### config.mk
export PLATFORM = sky130hd
export DESIGN_NAME = cpuc_acc_alu
export DESIGN_NICKNAME = d
export VERILOG_FILES = /design/src/rtl/cpuc_acc_alu.sv
export SDC_FILE = /design/constraint.sdc
export NUM_CORES = 1
export LEC_CHECK = 0
export ABC_AREA = 1
export ABC_CLOCK_PERIOD_IN_PS = 2200
export CORE_ASPECT_RATIO = 0.7
export CORE_MARGIN = 4
export CORE_UTILIZATION = 57
export CTS_CLUSTER_SIZE = 40
export DETAILED_ROUTE_END_ITERATION = 6
export PLACE_DENSITY = 0.82
export SYNTH_ARGS = -nofsm -noshare
export SYNTH_HDL_FRONTEND = slang
export SYNTH_SLANG_ARGS = --single-unit
### constraint.sdc
create_clock -name Clk -period 2.2 [get_ports Clk]
set_input_delay 0.44 -clock Clk [delete_from_list [all_inputs] [get_ports Clk]]
set_output_delay 0.44 -clock Clk [all_outputs]
set_load 0.02 [all_outputs]
### src/rtl/cpuc_acc_alu.sv
// cpuc_package: shared CPUC datapath parameters.
// cpuc_acc_alu: sequential accumulator ALU. The B operand is one of four constant
// words, an immediate, or zero. Single-cycle ops commit at the accept edge.
// MUL is an iterative shift-add that takes DATA_WIDTH cycles.

package cpuc_package;
   localparam int DATA_WIDTH = 8;
endpackage

module cpuc_acc_alu
   import cpuc_package::*;
#(
   parameter int OP_W = 3
)
(
   input  logic                  Clk,
   input  logic                  RstN,
   input  logic [DATA_WIDTH-1:0] const0,
   input  logic [DATA_WIDTH-1:0] const1,
   input  logic [DATA_WIDTH-1:0] const2,
   input  logic [DATA_WIDTH-1:0] const3,
   input  logic                  in_valid,
   output logic                  in_ready,
   input  logic [OP_W-1:0]       in_op,
   input  logic [2:0]            in_src_sel,
   input  logic [DATA_WIDTH-1:0] in_imm,
   output logic [DATA_WIDTH-1:0] acc_out,
   output logic                  out_valid,
   output logic                  carry_out,
   output logic                  zero_out
);

   localparam int W     = DATA_WIDTH;
   localparam int CNT_W = (W > 1) ? $clog2(W) : 1;

   localparam logic [CNT_W-1:0] CNT_LAST = CNT_W'(W - 1);
   localparam logic [CNT_W-1:0] CNT_ONE  = CNT_W'(1);

   localparam logic [OP_W-1:0] OP_NOP  = OP_W'(0);
   localparam logic [OP_W-1:0] OP_LOAD = OP_W'(1);
   localparam logic [OP_W-1:0] OP_ADD  = OP_W'(2);
   localparam logic [OP_W-1:0] OP_SUB  = OP_W'(3);
   localparam logic [OP_W-1:0] OP_AND  = OP_W'(4);
   localparam logic [OP_W-1:0] OP_OR   = OP_W'(5);
   localparam logic [OP_W-1:0] OP_XOR  = OP_W'(6);
   localparam logic [OP_W-1:0] OP_MUL  = OP_W'(7);

   typedef enum logic {
      ST_IDLE = 1'b0,
      ST_MUL  = 1'b1
   } state_t;

   state_t           state_q, state_d;
   logic [W-1:0]     acc_q, acc_d;
   logic             carry_q, carry_d;
   logic             out_valid_q, out_valid_d;
   logic [CNT_W-1:0] cnt_q, cnt_d;
   logic [2*W-1:0]   prod_q, prod_d;
   logic [2*W-1:0]   mcand_q, mcand_d;
   logic [W-1:0]     mplier_q, mplier_d;

   logic             accept_s;
   logic [W-1:0]     b_s;
   logic [W:0]       sum_s;
   logic [W:0]       diff_s;
   logic [2*W-1:0]   prod_step_s;

   // B operand mux; selects 5..7 are a legal zero operand.
   always_comb begin
      b_s = {W{1'b0}};
      case (in_src_sel)
         3'd0:    b_s = const0;
         3'd1:    b_s = const1;
         3'd2:    b_s = const2;
         3'd3:    b_s = const3;
         3'd4:    b_s = in_imm;
         default: b_s = {W{1'b0}};
      endcase
   end

   // Shared arithmetic: widened add/sub for carry/borrow, one shift-add step for MUL.
   always_comb begin
      sum_s  = {1'b0, acc_q} + {1'b0, b_s};
      diff_s = {1'b0, acc_q} - {1'b0, b_s};
      if (mplier_q[0]) begin
         prod_step_s = prod_q + mcand_q;
      end else begin
         prod_step_s = prod_q;
      end
   end

   assign accept_s = in_valid && (state_q == ST_IDLE);

   // Next-state logic: command execution in IDLE, iterative multiply in MUL.
   always_comb begin
      state_d     = state_q;
      acc_d       = acc_q;
      carry_d     = carry_q;
      out_valid_d = 1'b0;
      cnt_d       = cnt_q;
      prod_d      = prod_q;
      mcand_d     = mcand_q;
      mplier_d    = mplier_q;
      case (state_q)
         ST_IDLE: begin
            if (accept_s) begin
               if (in_op == OP_MUL) begin
                  // Operands are frozen here; later input changes cannot disturb the product.
                  state_d  = ST_MUL;
                  prod_d   = {(2*W){1'b0}};
                  mcand_d  = {{W{1'b0}}, acc_q};
                  mplier_d = b_s;
                  cnt_d    = {CNT_W{1'b0}};
               end else begin
                  out_valid_d = 1'b1;
                  case (in_op)
                     OP_NOP: begin
                        acc_d   = acc_q;
                        carry_d = carry_q;
                     end
                     OP_LOAD: begin
                        acc_d   = b_s;
                        carry_d = 1'b0;
                     end
                     OP_ADD: begin
                        acc_d   = sum_s[W-1:0];
                        carry_d = sum_s[W];
                     end
                     OP_SUB: begin
                        acc_d   = diff_s[W-1:0];
                        carry_d = diff_s[W];
                     end
                     OP_AND: begin
                        acc_d   = acc_q & b_s;
                        carry_d = 1'b0;
                     end
                     OP_OR: begin
                        acc_d   = acc_q | b_s;
                        carry_d = 1'b0;
                     end
                     OP_XOR: begin
                        acc_d   = acc_q ^ b_s;
                        carry_d = 1'b0;
                     end
                     default: begin
                        acc_d   = acc_q;
                        carry_d = carry_q;
                     end
                  endcase
               end
            end else begin
               state_d = ST_IDLE;
            end
         end
         ST_MUL: begin
            prod_d   = prod_step_s;
            mcand_d  = {mcand_q[2*W-2:0], 1'b0};
            mplier_d = {1'b0, mplier_q[W-1:1]};
            if (cnt_q == CNT_LAST) begin
               acc_d       = prod_step_s[W-1:0];
               carry_d     = |prod_step_s[2*W-1:W];
               out_valid_d = 1'b1;
               cnt_d       = {CNT_W{1'b0}};
               state_d     = ST_IDLE;
            end else begin
               cnt_d = cnt_q + CNT_ONE;
            end
         end
         default: begin
            state_d = ST_IDLE;
            cnt_d   = {CNT_W{1'b0}};
         end
      endcase
   end

   // State register; asynchronous reset aborts any multiply in flight.
   always_ff @(posedge Clk or negedge RstN) begin
      if (!RstN) begin
         state_q     <= ST_IDLE;
         acc_q       <= {W{1'b0}};
         carry_q     <= 1'b0;
         out_valid_q <= 1'b0;
         cnt_q       <= {CNT_W{1'b0}};
         prod_q      <= {(2*W){1'b0}};
         mcand_q     <= {(2*W){1'b0}};
         mplier_q    <= {W{1'b0}};
      end else begin
         state_q     <= state_d;
         acc_q       <= acc_d;
         carry_q     <= carry_d;
         out_valid_q <= out_valid_d;
         cnt_q       <= cnt_d;
         prod_q      <= prod_d;
         mcand_q     <= mcand_d;
         mplier_q    <= mplier_d;
      end
   end

   assign in_ready  = (state_q == ST_IDLE);
   assign acc_out   = acc_q;
   assign carry_out = carry_q;
   assign out_valid = out_valid_q;
   assign zero_out  = (acc_q == {W{1'b0}});

endmodule

==> results of run 1 <==
==> sequential cells by signal, summed over array words and instances (netlist names) <==
signal and count:
prod_q 16, out_valid 1, cnt_q 3, acc_out 8
carry_out 1, mplier_q 8, state_q 1, mcand_q 16
==> worst reg2reg max path, delay by kind of cell, from the launching register on <==
family,cells,cell delay (ns)
flops,1,0.41
simple gates,14,1.22
fa+ha+maj,2,0.57
==> Yosys cell counts, drive strengths merged, types with 3 or more instances <==
| library cell | instances | area share (%) |
|---|---|---|
| nand3 | 67 | 7.4 |
| xnor2 | 3 | 0.54 |
| ha | 43 | 11 |
| o221ai | 9 | 1.6 |
| or2 | 4 | 0.52 |
| and2 | 4 | 0.52 |
| nand4 | 5 | 0.64 |
| nand2 | 178 | 14 |
| fa | 3 | 1.2 |
| o21ai | 43 | 4.5 |
| dfrtp | 54 | 28 |
| o22ai | 25 | 3.2 |
| buf | 12 | 1.5 |
| a21oi | 32 | 3.8 |
| clkbuf | 4 | 0.33 |
| inv | 132 | 10 |
| o211ai | 5 | 0.77 |
| nor2 | 69 | 5.8 |
| a31oi | 8 | 1.0 |
==> stage by stage <==
stage                     worst slack, ns  hold WS, ns  total power [mW]
after floorplan                    -0.172        0.144              5.30
after global placement              -1.02        0.452              6.98
after detailed placement            -1.09        0.452              7.18
after CTS                          -0.137        0.121              8.50
after global routing               -0.301        0.132              9.65
final                              -0.188        0.105              9.01
==> repair_timing <==
action                                  CTS  global route
pin swaps                                44            37
cloned                                    0             0
buffers inserted                         10             9
endpoints found under the setup margin   10            10
resized for setup                        96            48
==> final timing paths <==
check | depth (start not counted) | startpoint | slack, ns | to
setup / recovery | 15 | in_src_sel[0] | -0.19 | acc_out[2]$_DFFE_PN0P_
hold / removal | 2 | RstN | 0.10 | acc_out[4]$_DFFE_PN0P_
setup reg to reg | 16 | mcand_q[0]$_DFFE_PN0P_ | -0.11 | carry_out$_DFFE_PN0P_
hold reg to reg | 2 | prod_q[4]$_DFFE_PN0P_ | 0.54 | prod_q[4]$_DFFE_PN0P_
max in group asynchronous | 2 | RstN | 1.83 | prod_q[11]$_DFFE_PN0P_
min in group Clk | 2 | prod_q[4]$_DFFE_PN0P_ | 0.54 | prod_q[4]$_DFFE_PN0P_
==> per-layer routing <==
| layer | up-vias | track usage (%) | share of wire (%) |
|---|---|---|---|
| met5 | - | 0 | 0 |
| met4 | 0 | 11.0 | 4.9 |
| met3 | 107 | 6.20 | 12 |
| met2 | 489 | 55.2 | 44 |
| met1 | 2718 | 48.5 | 38 |
| li1 | 2604 | - | - |
==> layout by cell type, fill, tap and decap left out, drive strengths merged <==
| cell type | n |
|---|---|
| dlymetal6s2s | 7 |
| a211oi | 2 |
| bufinv | 1 |
| nand3b | 2 |
| dfrtp | 54 |
| nor3b | 1 |
| and2 | 4 |
| clkinv | 2 |
| o22ai | 25 |
| nor3 | 2 |
| a22o | 2 |
| a21o | 1 |
| nand4 | 5 |
| dlygate4sd2 | 6 |
| inv | 133 |
| o22a | 1 |
| fa | 3 |
| a21oi | 32 |
| nand3 | 67 |
| clkdlybuf4s50 | 43 |
| o21ai | 43 |
| clkbuf | 5 |
| o221ai | 9 |
| xor2 | 1 |
| or2 | 4 |
| a31oi | 8 |
| nor2 | 69 |
| nand2 | 178 |
| xnor2 | 3 |
| buf | 91 |
| nor4 | 2 |
| o211ai | 5 |
| o2111ai | 1 |
| ha | 43 |
==> kinds of logic (layout without fill, tap and decap cells) <==
| group | after synthesis | in the layout | synth area share, % |
|---|---|---|---|
| simple gates | 334 | 334 | 30.8 |
| buf+inv | 149 | 288 | 12.2 |
| compound gates | 129 | 129 | 16.1 |
| flops | 54 | 54 | 27.8 |
| fa+ha+maj | 46 | 46 | 12.3 |
| xor+xnor | 4 | 4 | 0.722 |
==> power breakdown <==
group,switching [mW],internal (mW)
clock network,0.425,0.545
registers,0.346,1.42
logic,3.78,2.50
total,4.55,4.46
==> cell type report <==
cell class | count | share of cell area (%)
Multi-Input combinational cell | 513 | 49.0
Sequential cell | 54 | 19.7
Timing Repair Buffer | 147 | 19.2
Inverter | 133 | 7.75
Tap cell | 101 | 1.84
Clock buffer | 5 | 1.82
Clock inverter | 3 | 0.693
==> flow_metrics.env, run 1 <==
export IMPL_status="finished with violations"
export IMPL_violations="setup timing"
export IMPL_insertion_delay_ns=0.31
export IMPL_gp_congestion=0.972
export IMPL_drtPass1Iterations=6
export IMPL_crit_type="in -> reg"
export IMPL_hold_buffers=0
export IMPL_numCtsBuffers=5
export IMPL_hold_class="in -> async"
export IMPL_cp_slowest_stage_delay_ns=0.41
export IMPL_viasPerCell=6.19
export IMPL_synth_edf_count=0
export IMPL_yosys_cell_types_count=45
export IMPL_worst_path_most_repeated_cell="nor2_4"
export IMPL_antenna_found_initial=0
export IMPL_diodes=0
export IMPL_grt_use_total_pct=34.7
export IMPL_layout_drive_gt1_share_pct=26.0
export IMPL_tightest_slew_ns=0.441
export IMPL_cts_sinks=54
export IMPL_drv_cap=0
export IMPL_post_route_util_pct=84.9
export IMPL_cts_tree="built"
export IMPL_grt_remaining_overflow=0
export IMPL_crit_path_top_delay_cell="fa_2"
export IMPL_detail_route_antenna_nets=0
export IMPL_grt_max_degree=55
export IMPL_dp_hpwl_um=12300
export IMPL_post_place_cells=930
export IMPL_drv_slew=0
export IMPL_die_area_mm2=0.0101
export IMPL_period_share_pct=109
export IMPL_required_ns=2.38
export IMPL_vias=5918
export IMPL_routedWlPerCell_um=19.8
export IMPL_clock_root_buffer="clkbuf_16"
export IMPL_placed_cell_area_mm2=0.00613
export IMPL_avgSynthCellArea_um2=6.78
export IMPL_clock_path_buffers=2
export IMPL_die_h_um=85.2
export IMPL_instances_no_fill=956
export IMPL_power_density_mw_per_mm2=1310
export IMPL_fin_area_mm2=0.00686
export IMPL_finalHoldViolCount=0
export IMPL_initial_core_util_pct=60.1
export IMPL_syn_to_final_growth_pct=41.3
export IMPL_max_freq_ghz=0.419
export IMPL_register_area_mm2=0.00135
export IMPL_syn_inst=716
export IMPL_drt_total_wl_um=18900
export IMPL_drt_initial_drc_count=738
export IMPL_syn_area_mm2=0.00485
export IMPL_rsz0062_at_grt="true"
export IMPL_ys_seq_area_share_pct=27.8
export IMPL_synthArstFlopShare_pct=100
export IMPL_port_buffers=60
export IMPL_setup_violations=8
export IMPL_synth_nets=811
export IMPL_drc_errors=0
export IMPL_crit_chain="buf_12 -> nor2_4 -> buf_6 -> nand3_2 -> o21ai_2 -> nor2_4 -> inv_4 -> ha_4 -> inv_2 -> fa_2 -> or2_4 -> a21oi_2 -> o2111ai_2 -> o211ai_1 -> a31oi_1"
export IMPL_path_buf_inv=4
export IMPL_cp_arrival_ns=2.57
export IMPL_yosys_warnings=0
export IMPL_leakage_nw=3.55
export IMPL_peakVddDrop_mv=1.14
export IMPL_grt_pass1_wl_um=27800
export IMPL_clkTransAtPathRegs_ns=0.07
export IMPL_crit_family="simple AND/OR/NAND/NOR gates"
export IMPL_critPathCaptureType="flip-flop"
export IMPL_path_max_fanout=5
export IMPL_slew_headroom_pct=70.6
export IMPL_die_x_um=118
export IMPL_synth_ff_type="dfrtp_1"
export IMPL_ioPinCount=61
export IMPL_start_kind="input port"
export IMPL_grt_pass1_vias=5441
export IMPL_multi_input_area_mm2=0.00336
export IMPL_ys_seq_elements=54
export IMPL_fill_cells=444
export IMPL_period_needed_ns=2.39
export IMPL_finalWorstSetupSlack_ns=-0.188
export IMPL_skew_ns=0.00684
export IMPL_ctsHtreeMaxLevel=2
export IMPL_num_rows=27
export IMPL_nets=949
export IMPL_setup_tns_ns=-0.896
export IMPL_coreArea_mm2=0.00807
Note: power is estimated with default switching activity, not from simulation.
==> inputs of run 2 (changes only) <==
CORE_MARGIN = 3   (was 4)
==> flow_metrics.env, run 2 (synthesized netlist as in run 1, its figures left out) <==
export IMPL_status="finished with violations"
export IMPL_violations="setup timing"
export IMPL_die_area_mm2=0.00968
export IMPL_critPathCaptureType="flip-flop"
export IMPL_drv_cap=0
export IMPL_path_buf_inv=5
export IMPL_instances_no_fill=959
export IMPL_rr_startpoint="prod_q[0]$_DFFE_PN0P_"
export IMPL_drv_slew=0
export IMPL_period_needed_ns=2.48
export IMPL_coreArea_mm2=0.00807
export IMPL_grt_max_degree=55
export IMPL_hold_class="in -> async"
export IMPL_num_rows=27
export IMPL_crit_chain="buf_8 -> nor2_4 -> buf_6 -> nand3_2 -> o21ai_2 -> nor2_4 -> inv_2 -> ha_4 -> inv_2 -> fa_2 -> buf_4 -> or2_4 -> a21oi_4 -> o2111ai_2 -> o211ai_1 -> a31oi_1"
export IMPL_dp_hpwl_um=12000
export IMPL_grt_pass1_vias=5170
export IMPL_dp_slack_ns=-1.06
export IMPL_grt_pass1_wl_um=25500
export IMPL_final_common_cell="nand2_1"
export IMPL_antenna_found_initial=0
export IMPL_clkTransAtPathRegs_ns=0.07
export IMPL_layout_drive_gt1_share_pct=24.6
export IMPL_drtPass1Iterations=6
export IMPL_finalWorstSetupSlack_ns=-0.277
export IMPL_syn_to_final_growth_pct=39.1
export IMPL_power_mw=8.70
export IMPL_initial_core_util_pct=60.1
export IMPL_hold_buffers=0
export IMPL_cp_arrival_ns=2.66
export IMPL_peakVddDrop_mv=1.07
export IMPL_viasPerCell=5.90
export IMPL_leakage_nw=3.50
export IMPL_finalHoldViolCount=0
export IMPL_insertion_delay_ns=0.30
export IMPL_post_place_cells=940
export IMPL_numCtsBuffers=5
export IMPL_gp_congestion=0.977
export IMPL_clock_root_buffer="clkbuf_16"
export IMPL_top_regs="mcand_q x16, prod_q x16"
export IMPL_vias=5660
export IMPL_final_cell_mix="167 x nand2_1, 110 x inv_1, 80 x buf_4, 54 x dfrtp_1, 53 x nand3_1"
export IMPL_required_ns=2.38
export IMPL_drt_total_wl_um=17000
export IMPL_die_h_um=83.2
export IMPL_die_x_um=116
export IMPL_max_freq_ghz=0.404
export IMPL_fin_hold_ws_ns=0.110
export IMPL_power_density_mw_per_mm2=1290
export IMPL_skew_ns=0.00596
export IMPL_period_share_pct=113
export IMPL_cts_sinks=54
export IMPL_detail_route_antenna_nets=0
export IMPL_grt_remaining_overflow=0
export IMPL_post_route_util_pct=83.6
export IMPL_grt_use_total_pct=33.4
export IMPL_placed_cell_area_mm2=0.00620
export IMPL_crit_type="in -> reg"
export IMPL_crit_family="compound AO/OA/AOI/OAI gates"
export IMPL_ctsHtreeMaxLevel=2
export IMPL_ioPinCount=61
export IMPL_cp_slowest_stage_delay_ns=0.39
export IMPL_setup_tns_ns=-1.30
export IMPL_drc_errors=0
export IMPL_start_kind="input port"
export IMPL_crit_path_top_delay_cell="fa_2"
export IMPL_cts_tree="built"
export IMPL_rsz0062_at_grt="true"
export IMPL_fin_area_mm2=0.00675
export IMPL_tightest_slew_ns=0.430
export IMPL_nets=952
export IMPL_path_max_fanout=5
export IMPL_diodes=0
export IMPL_slew_headroom_pct=71.3
export IMPL_clock_path_buffers=2
export IMPL_setup_violations=8
export IMPL_drt_initial_drc_count=706
export IMPL_critPathLaunch="in_src_sel[0]"
export IMPL_port_buffers=60
export IMPL_routedWlPerCell_um=17.7
[run 2: cell types whose count changed in the layout (fill, tap and decap cells not counted), sizes merged]
cell,delta
dlymetal6s2s,-2
bufinv,-1
clkinv,+1
dlygate4sd2,-1
buf,+2
clkdlybuf4s50,+3
clkinvlp,+1
inv,-1
clkbuf,+1
[run 2: path summary, 6_finish.rpt]
path	slack [ns]	cells after the start	end
max in group asynchronous	1.82	2	prod_q[12]$_DFFE_PN0P_
worst min register to register	0.50	2	mplier_q[6]$_DFFE_PN0P_
min in group Clk	0.50	2	mplier_q[6]$_DFFE_PN0P_
worst min-delay path	0.11	2	acc_out[5]$_DFFE_PN0P_
worst max register to register	-0.09	16	carry_out$_DFFE_PN0P_
worst max-delay path	-0.28	16	acc_out[2]$_DFFE_PN0P_
[run 2: metal layers]
metal  share of wire [%]  GRT usage (%)  vias up  wire length, um
li1                    -              -     2625                -
met1                  41           47.2     2595             7020
met2                  45           50.5      388             7630
met3                  11           7.72       52             1830
met4                 2.8           10.2        0              483
met5                   0              0        -                0
[run 2: report_power, final]
group	internal (mW)	switching [mW]
combinational	2.46	3.68
sequential	1.42	0.327
clock	0.423	0.394
total	4.30	4.40
[run 2: layout make-up]
type,instances,area [um2]
fill,495,1320
clock inverter,3,21.3
tap,101,126
clock buffer,5,125
multi-input combinational,513,3260
sequential,54,1350
timing repair buffer,150,1350
inverter,133,524
[run 2: what timing repair did]
item                       4_1_cts  5_1_grt
setup endpoints to repair       10       10
pin swaps                       27       30
hold endpoints to repair         0        0
gates resized for setup         82       33
setup buffers                    5        6
==> inputs of run 3 (changes only) <==
ABC_CLOCK_PERIOD_IN_PS = 2900   (was 2200)
CORE_UTILIZATION = 30   (was 57)
CTS_CLUSTER_SIZE = not set   (was 40)
PLACE_DENSITY = 0.48   (was 0.82)
clock period = 2.9 ns   (was 2.2 ns; I/O delays follow)
==> flow_metrics.env, run 3 (synthesized netlist as in run 1, its figures left out) <==
export IMPL_status="completed"
export IMPL_fill_cells=1662
export IMPL_multi_input_area_mm2=0.00304
export IMPL_drt_total_wl_um=16000
export IMPL_top_regs="mcand_q x16, prod_q x16"
export IMPL_p_seq_share_pct=23.2
export IMPL_start_kind="input port"
export IMPL_period_share_pct=96.6
export IMPL_die_x_um=158
export IMPL_die_area_mm2=0.0178
export IMPL_cts_tree="built"
export IMPL_intPower_mw=3.06
export IMPL_setup_violations=0
export IMPL_finalHoldViolCount=0
export IMPL_rsz0062_at_grt="true"
export IMPL_instances_no_fill=1026
export IMPL_drtPass1Iterations=6
export IMPL_slew_headroom_pct=54.4
export IMPL_grt_remaining_overflow=0
export IMPL_antenna_found_initial=0
export IMPL_final_cell_mix="171 x nand2_1, 117 x inv_1, 58 x nand3_1, 58 x nor2_1, 56 x clkdlybuf4s50_1"
export IMPL_gp_congestion=0.895
export IMPL_drv_slew=0
export IMPL_drt_initial_drc_count=430
export IMPL_viasPerCell=4.91
export IMPL_leakage_nw=3.23
export IMPL_power_share_clock_pct=11.4
export IMPL_cts_sinks=54
export IMPL_setup_tns_ns=0
export IMPL_syn_to_final_growth_pct=30.7
export IMPL_register_area_mm2=0.00135
export IMPL_path_buf_inv=5
export IMPL_grt_max_degree=41
export IMPL_layout_drive_gt1_share_pct=16.3
export IMPL_power_density_mw_per_mm2=956
export IMPL_clock_root_buffer="clkbuf_16"
export IMPL_detail_route_antenna_nets=0
export IMPL_final_common_cell="nand2_1"
export IMPL_crit_family="buffers and inverters"
export IMPL_dp_hpwl_um=12800
export IMPL_share_comb_of_total_power_pct=65.5
export IMPL_period_needed_ns=2.80
export IMPL_required_ns=3.08
export IMPL_power_switching_mw=3.01
export IMPL_max_freq_ghz=0.357
export IMPL_routedWlPerCell_um=15.6
export IMPL_numCtsBuffers=5
export IMPL_crit_chain="clkdlybuf4s50_1 -> inv_1 -> o21ai_1 -> buf_4 -> nor2_4 -> inv_2 -> ha_1 -> inv_1 -> fa_1 -> nand4_1 -> nand3b_1 -> nor2_1 -> nor2_1 -> nand2_1 -> nand3_1 -> o21ai_1 -> a21oi_1"
export IMPL_insertion_delay_ns=0.29
export IMPL_die_h_um=112
export IMPL_crit_type="in -> reg"
export IMPL_coreArea_mm2=0.0157
export IMPL_ioPinCount=61
export IMPL_ctsHtreeMaxLevel=2
export IMPL_hold_class="in -> async"
export IMPL_post_place_cells=1014
export IMPL_port_buffers=60
export IMPL_clock_path_buffers=2
export IMPL_cp_arrival_ns=2.98
export IMPL_nets=920
export IMPL_crit_path_top_delay_cell="clkdlybuf4s50_1"
export IMPL_drc_errors=0
export IMPL_clkTransAtPathRegs_ns=0.07
export IMPL_vias=5040
export IMPL_grt_pass1_vias=4810
export IMPL_num_rows=38
export IMPL_sw_frac_of_total_pct=49.6
export IMPL_initial_core_util_pct=30.9
export IMPL_tightest_slew_ns=0.684
export IMPL_grt_use_total_pct=18.4
export IMPL_critPathCaptureType="flip-flop"
export IMPL_cp_slowest_stage_delay_ns=0.47
export IMPL_diodes=0
export IMPL_drv_cap=0
export IMPL_skew_ns=0.00812
export IMPL_peakVddDrop_mv=0.357
export IMPL_grt_pass1_wl_um=26100
export IMPL_path_max_fanout=4
==> run 3: changes by cell type in the layout (fill, tap and decap cells not counted), sizes merged <==
| cell | before | now |
|---|---|---|
| dlygate4sd2 | 5 | 0 |
| clkbuf | 6 | 8 |
| clkdlybuf4s50 | 46 | 56 |
| bufinv | 0 | 1 |
| clkdlybuf4s15 | 0 | 1 |
| dlymetal6s2s | 5 | 0 |
| clkinv | 3 | 1 |
| buf | 93 | 59 |
==> run 3: worst paths after layout <==
path | start | cells after the start | slack (ns) | endpoint
max in group asynchronous | RstN | 2 | 1.96 | cnt_q[0]$_DFFE_PN0P_
min reg2reg | mplier_q[6]$_DFFE_PN0P_ | 2 | 0.49 | mplier_q[5]$_DFFE_PN0P_
min in group Clk | mplier_q[6]$_DFFE_PN0P_ | 2 | 0.49 | mplier_q[5]$_DFFE_PN0P_
min | RstN | 1 | 0.24 | prod_q[1]$_DFFE_PN0P_
max | const3[0] | 17 | 0.1 | acc_out[6]$_DFFE_PN0P_
max reg2reg | mcand_q[0]$_DFFE_PN0P_ | 16 | 0.47 | carry_out$_DFFE_PN0P_
==> run 3: area by class of cell <==
class / count / area share, %
clock inverters: 2 / 0.591
flip-flops and latches: 54 / 21.3
well taps: 200 / 3.94
inverters: 133 / 7.91
clock buffers: 6 / 2.03
multi-input cells: 513 / 47.8
repair buffers: 118 / 16.4
==> run 3: metrics by stage <==
step | area [um2] | power, mW | utilization, % | worst slack [ns] | hold slack (ns)
after CTS | 6250 | 5.99 | 39.8 | 0.00707 | 0.249
after floorplan | 4850 | 3.95 | - | 0.223 | 0.284
after global placement | 6030 | 5.24 | 38.4 | -0.707 | 0.477
after detailed placement | 6030 | 5.23 | 38.4 | -0.639 | 0.478
after global routing | 6350 | 6.70 | 40.4 | -0.0264 | 0.269
final | 6350 | 6.07 | 40.4 | 0.100 | 0.239
==> run 3: power by group through the flow <==
stage | Sequential, mW | Combinational, mW | Clock (mW)
2_1_floorplan | 1.38 | 2.57 | 0
3_3_place_gp | 1.41 | 3.83 | 0
3_5_place_dp | 1.42 | 3.81 | 0
4_1_cts | 1.41 | 3.88 | 0.705
5_1_grt | 1.46 | 4.51 | 0.740
6_report | 1.41 | 3.97 | 0.689
==> run 3: timing repair <==
item                                    CTS  global route
resized for setup                        10            33
pin swaps                                 3            13
hold buffers                              0             0
setup buffers                             2             2
endpoints found under the setup margin    8             8
==> run 3: worst register-to-register path, stage by stage (launching register included) <==
cell     delay, ns
dfrtp_1       0.42
ha_1          0.23
fa_1          0.41
nand2_1       0.08
nand3_1       0.13
nand3_1       0.14
nand2_1       0.09
nand2_1       0.10
nand2_1       0.05
nand2_1       0.05
nand3_1       0.10
nand2_1       0.13
nand2_1       0.06
nor2_1        0.10
nand2_1       0.12
nand2_1       0.08
nand2_1       0.04
==> run 3: layer usage <==
metal  up-vias  track usage [%]  part of all wire [%]
li1       2553                -                     -
met1      2355             29.4                    52
met2       126             26.8                    42
met3         6             2.81                   5.2
met4         0             1.89                  0.32
met5         -                0                     0
